`src/rtl/register_bank_pkg.sv`:
```
// register_bank_pkg: processor-wide datapath widths shared by the register bank
//   DEF_WORD_LEN     - data width of every architectural register
//   DEF_REG_ADDR_LEN - register-address width (2**DEF_REG_ADDR_LEN registers)
package register_bank_pkg;
  localparam int DEF_WORD_LEN     = 32;
  localparam int DEF_REG_ADDR_LEN = 5;
endpackage

```
`src/rtl/register_bank.sv`:
```
// register_bank: 2-read/1-write register file with register 0 hardwired to zero
//   CLK             - write clock (rising edge)
//   RESET           - asynchronous active-high clear of every register
//   WRITE_ENABLE    - write DATA_IN to DESTINATION_REG on the next rising CLK
//   SOURCE_REG1/2   - combinational read addresses
//   DESTINATION_REG - write address (writes to 0 are dropped)
//   DATA_IN         - write data
//   DATA1/2_OUT_REG - contents of SOURCE_REG1/2, zero while RESET is high
module register_bank
  import register_bank_pkg::*;
#(
  parameter int WORD_LEN     = DEF_WORD_LEN,
  parameter int REG_ADDR_LEN = DEF_REG_ADDR_LEN
) (
  input  logic                    CLK,
  input  logic                    RESET,
  input  logic                    WRITE_ENABLE,
  input  logic [REG_ADDR_LEN-1:0] SOURCE_REG1,
  input  logic [REG_ADDR_LEN-1:0] SOURCE_REG2,
  input  logic [REG_ADDR_LEN-1:0] DESTINATION_REG,
  input  logic [WORD_LEN-1:0]     DATA_IN,
  output logic [WORD_LEN-1:0]     DATA1_OUT_REG,
  output logic [WORD_LEN-1:0]     DATA2_OUT_REG
);
  localparam int NUM_REGS = 2 ** REG_ADDR_LEN;
  logic [WORD_LEN-1:0] regs_q [NUM_REGS];
  // Register 0 is never written, so it keeps its reset value of zero.
  always_ff @(posedge CLK or posedge RESET)
    if (RESET)
      for (int i = 0; i < NUM_REGS; i++) regs_q[i] <= '0;
    else if (WRITE_ENABLE && DESTINATION_REG != '0)
      regs_q[DESTINATION_REG] <= DATA_IN;
  // No write bypass: a same-cycle write only shows after the edge.
  assign DATA1_OUT_REG = regs_q[SOURCE_REG1];
  assign DATA2_OUT_REG = regs_q[SOURCE_REG2];
endmodule

```
`config.mk`:
```
export PLATFORM = sky130hd
export DESIGN_NAME = register_bank
export DESIGN_NICKNAME = d
export VERILOG_FILES = /design/src/rtl/register_bank_pkg.sv /design/src/rtl/register_bank.sv
export SDC_FILE = /design/constraint.sdc
export NUM_CORES = 2
export LEC_CHECK = 0
export ABC_AREA = 1
export BUFFER_PORTS_ARGS = -buffer_cell sky130_fd_sc_hd__buf_4
export CAP_MARGIN = 25
export CORE_ASPECT_RATIO = 1.75
export CORE_MARGIN = 2
export CORE_UTILIZATION = 30
export CTS_BUF_LIST = sky130_fd_sc_hd__clkbuf_16
export CTS_CLUSTER_DIAMETER = 80
export DETAILED_ROUTE_END_ITERATION = 12
export GPL_TIMING_DRIVEN = 0
export SLEW_MARGIN = 20
export SYNTH_ARGS = -nofsm -noshare
export SYNTH_HDL_FRONTEND = slang
export SYNTH_SLANG_ARGS = --single-unit
export TNS_END_PERCENT = 1
```
`constraint.sdc`:
```
create_clock -name CLK -period 66.4 [get_ports CLK]
set_input_delay 0 -clock CLK [delete_from_list [all_inputs] [get_ports CLK]]
set_output_delay 0 -clock CLK [all_outputs]
set_load 0.02 [all_outputs]
```
==> After elaboration in Yosys (flattened, before gate mapping) <==
Cells that the tools add are included.
{ "op_classes": {"n_bitwise": 3, "reduce_logical": 3, "order_cmp": 4, "n_mux": 9} }
{ "op_table": {"columns": ["operator", "n"], "rows": [
  ["bitwise mux 1024 bit", 1],
  ["binary-select mux 32 bit (select 5 bit)", 2],
  ["demux 32 bit (select 5 bit)", 1],
  ["2-to-1 mux 32 bit", 5],
  ["greater-or-equal comparator 6 bit, second input constant", 3],
  ["inverter 5 -> 6 bit", 3],
  ["less-than comparator 6 x 1 -> 1 bit, second input constant", 1],
  ["nonzero test 5 bit", 1],
  ["logical AND 1 bit", 2]
]} }
{ "totals": {"out_inout_bits": 64, "regBits": 1024, "elab_cells": 51} }

==> Depth between registers and ports, before layout <==
{ "depth": {"word_depth": 6, "ltp_mapped": 12, "mapped_depth_nobuf": 9} }

==> Worst setup path after synthesis <==
No wires, ideal clock.
{ "synth_path": {"path_type": "input to output", "startpoint": "input port SOURCE_REG2[0]", "endpoint": "output port DATA2_OUT_REG[16]", "cell_stages": 12, "required_time_ns": 66.400, "arrival_ns": 1.329, "path_slack_ns": 65.071, "path_cell_list": "buf_2 > inv_2 > clkbuf_1 > clkbuf_1 > nand2_1 > nand3_1 > nand3_1 > nand2_1 > nand2_1 > nand2_1 > nand2_1 > nand2_1"} }
{ "synth_via": {"elab_chain_cells": 4} }
{ "synth_lines": {"columns": ["item", "line_no", "rtl"], "rows": [
  ["from (decl)", "register_bank.sv:19", "input logic [REG_ADDR_LEN-1:0] SOURCE_REG2,"],
  ["inverter 5 -> 6 bit (implied by the code)", "register_bank.sv:35", "assign DATA2_OUT_REG = regs_q[SOURCE_REG2];"],
  ["binary-select mux 32 bit (select 5 bit)", "register_bank.sv:35", null],
  ["2-to-1 mux 32 bit (implied by the code) (2 in a row)", "register_bank.sv:35", null],
  ["to (decl)", "register_bank.sv:23", "output logic [WORD_LEN-1:0] DATA2_OUT_REG"]
]} }
No other way between the ends. The select of a mux whose other input is x is not followed.

==> Worst setup path after layout <==
{ "layout_path": {"startpoint": "input port SOURCE_REG2[1]", "endpoint": "output port DATA2_OUT_REG[10]"} }
The elaborated chain is that of the path after synthesis.

==> flow_metrics.env <==
export IMPL_outcome="completed"
export IMPL_ys_warnings_count=0
export IMPL_regToRegSetupSlack_ns=65.12
export IMPL_finalHoldViolCount=0
export IMPL_layout_drive_gt1_share_pct=7.505
export IMPL_initial_utilization_pct=30.18
export IMPL_register_bank_with_the_most_flops="regs_q"
export IMPL_final_setup_skew_ns=0
export IMPL_num_rows=210
export IMPL_insertion_delay_ns=0.77
export IMPL_synth_simple_gate_area_share_pct=39.98
export IMPL_ant_nets=0
export IMPL_final_hold_worst_slack_ns=0.06616
export IMPL_hold_start="DATA_IN[4]"
export IMPL_place_detailed_hpwl_um=317400
export IMPL_yosys_area_top_type="sky130_fd_sc_hd__dfrtp_1"
export IMPL_top_regs="regs_q (1024)"
export IMPL_synth_ff_latch_count=1024
export IMPL_synth_adder_area_share_pct=0
export IMPL_synth_area_per_cell_um2=6.815
export IMPL_critical_path_peak_fanout=10
export IMPL_layout_nets=8668
export IMPL_postCtsSetupRepairBufs=0
export IMPL_remaining_drc_errors=0
export IMPL_synth_top_cell_area_share_pct=45.45
export IMPL_cts_hold_repair_buffers=51
export IMPL_worst_slew_pin_transition_ns=1.244
export IMPL_firstDrtPassIters=8
export IMPL_finalMaxSlewViolations=0
export IMPL_cp_data_required_time_ns=66.40
export IMPL_final_period_minus_worst_setup_slack_ns=3.498
export IMPL_die_width_um=331.7
export IMPL_synth_area_mm2=0.05637
export IMPL_synthesis_instances=8272
export IMPL_cts_tree="done"
export IMPL_clockRootBuffer="sky130_fd_sc_hd__clkbuf_16"
export IMPL_max_freq_mhz=285.9
export IMPL_register_clock_pin_slew_on_the_reported_worst_setup_and_hold_paths_ns=0.07
export IMPL_synth_compound_area_share_pct=8.807
export IMPL_avgViaCountPerCell=5.845
export IMPL_critical_path_startpoint="SOURCE_REG2[1]"
export IMPL_gr_usage_all_layers_pct=41.61
export IMPL_global_route_overflow_total=0
export IMPL_min_delay_path_class="primary input to flip-flop"
export IMPL_rr_startpoint="regs_q[468]"
export IMPL_detailed_route_wire_length_per_cell_um=36.41
export IMPL_async_reset_ff_share_pct=100.0
export IMPL_relSlewSlack_pct=17.09
export IMPL_synth_edff_count=0
export IMPL_top_level_ports=114
export IMPL_seq_area_frac_synth_pct=45.45
export IMPL_grt_max_degree=93
export IMPL_largest_register_ffs=1024
export IMPL_tritoncts_num_sinks=1024
export IMPL_critPathLaunchType="primary input"
export IMPL_timing_setup_critical_path_class="primary input to output port"
export IMPL_vias=65260
export IMPL_final_setup_viol_count=0
export IMPL_synth_top_family_by_area="simple AND/OR/NAND/NOR gates"
export IMPL_deepest_clock_path_buffer_count=3
export IMPL_tritoncts_num_buffers=107
export IMPL_muxShareOfSynthArea_pct=0
export IMPL_grt_pass1_wl_um=538500
export IMPL_htreeDepth=3
export IMPL_synth_cell_types=19
export IMPL_leakage_nw=30.98
export IMPL_unrepaired_setup_endpoints_after_global_routing="false"
export IMPL_most_frequent_cell_after_synthesis="sky130_fd_sc_hd__nand2_1"
export IMPL_antenna_violations_before_repair=29
export IMPL_power_ir_vdd_worst_uv=21.22
export IMPL_flow_area_growth_from_synthesis_pct=17.01
export IMPL_power_density_cell_area_mw_per_mm2=30.03
export IMPL_core_area_mm2=0.1868
export IMPL_synth_xor_xnor_area_share_pct=0
export IMPL_syn_nets=8322
export IMPL_die_area_mm2=0.1915
export IMPL_routed_wl_um=406500
export IMPL_post_cts_resized_instances=0
export IMPL_netlist_top_cells_area="sky130_fd_sc_hd__dfrtp_1, sky130_fd_sc_hd__nand2_1, sky130_fd_sc_hd__nand3_1"
export IMPL_routabilityCongestion=1.096
export IMPL_critical_path_endpoint_type="output port"
export IMPL_synth_flop_cell="sky130_fd_sc_hd__dfrtp_1"
export IMPL_timing_max_cap_violations=0
export IMPL_netlist_top_cells_count="sky130_fd_sc_hd__nand2_1, sky130_fd_sc_hd__nand3_1, sky130_fd_sc_hd__dfrtp_1"
export IMPL_first_iter_violations=8745
export IMPL_vias_in_the_first_global_route=62540
export IMPL_finalSetupTns_ns=0
export IMPL_min_period_over_period_pct=5.267
export IMPL_dieHeight_um=577.5
export IMPL_port_buffer_count=107
export IMPL_cp_data_arrival_time_ns=3.50
-- routing by layer --
metal	up-vias	share of wire, %	GRT usage (%)
li1	27580	-	-
met1	31260	32	41.94
met2	4575	46	68.45
met3	1845	8.3	8.947
met4	4	14	45.89
met5	-	0.0066	0
-- critical path, stage by stage --
cell and delay (ns):
sky130_fd_sc_hd__clkbuf_1 0.16, sky130_fd_sc_hd__inv_1 0.13, sky130_fd_sc_hd__clkbuf_1 0.78, sky130_fd_sc_hd__clkbuf_1 0.92, sky130_fd_sc_hd__nand3_1 0.26, sky130_fd_sc_hd__nand3_1 0.19, sky130_fd_sc_hd__nand2_1 0.24, sky130_fd_sc_hd__nand2_1 0.13
sky130_fd_sc_hd__nand2_1 0.08, sky130_fd_sc_hd__nand2_1 0.16, sky130_fd_sc_hd__nand2_1 0.19, sky130_fd_sc_hd__buf_4 0.21
-- where the power goes --
part | switching, mW | total, mW | internal [mW]
Sequential | 0.111 | 0.853 | 0.742
Combinational | 0.326 | 0.472 | 0.146
Clock | 0.300 | 0.656 | 0.357
Total | 0.737 | 1.98 | 1.24
-- through the flow --
step                      worst slack (ns)  instances  util [%]  total power [mW]  area [µm²]
after floorplan                      37.58       8272         -             1.092       56370
after global placement               23.44      10820     32.24             1.289       60230
after detailed placement             63.02      10880     32.98             1.305       61620
after CTS                            63.03      11120     35.15             1.958       65670
after global routing                 63.04      11140     35.28             2.051       65900
final                                62.90      11170     35.31             1.981       65960
-- cells in the final DEF (no fill, tap or decap), drive strengths merged --
cell type / n
dfrtp: 1024
inv: 78
nor3: 11
clkinv: 35
nor2: 165
clkinvlp: 10
a21oi: 160
buf: 379
dlygate4sd3: 51
nand2: 3738
diode: 27
bufinv: 16
clkbuf: 665
nand3: 1537
o21ai: 832
-- final cells by class --
class                   count  area [µm²]
clock inverters            84       838.3
well taps                2438        3050
inverters                  55       214.0
fillers                 20220      120900
multi-input cells        6443       27530
flip-flops and latches   1024       25620
diodes                     27       67.56
repair buffers            237        2731
clock buffers             108        2703
plain buffers             750        3207
-- logic make-up (layout without fill, tap and decap cells) --
family | Yosys count | count (layout)
AO/OA/AOI/OAI | 992 | 992
buffers and inverters | 805 | 1234
flip-flops | 1024 | 1024
other | 0 | 27
AND/OR/NAND/NOR | 5451 | 5451
-- final timing paths --
kind                                     endpoint  depth (start not counted)
worst max-delay path            DATA2_OUT_REG[10]                         12
worst min-delay path                  regs_q[452]                          4
worst max register to register        regs_q[468]                          3
worst min register to register       regs_q[1008]                          1
max in group asynchronous             regs_q[847]                          8
min in group asynchronous             regs_q[325]                          4
No activity file was read; power rests on OpenSTA's default activity.
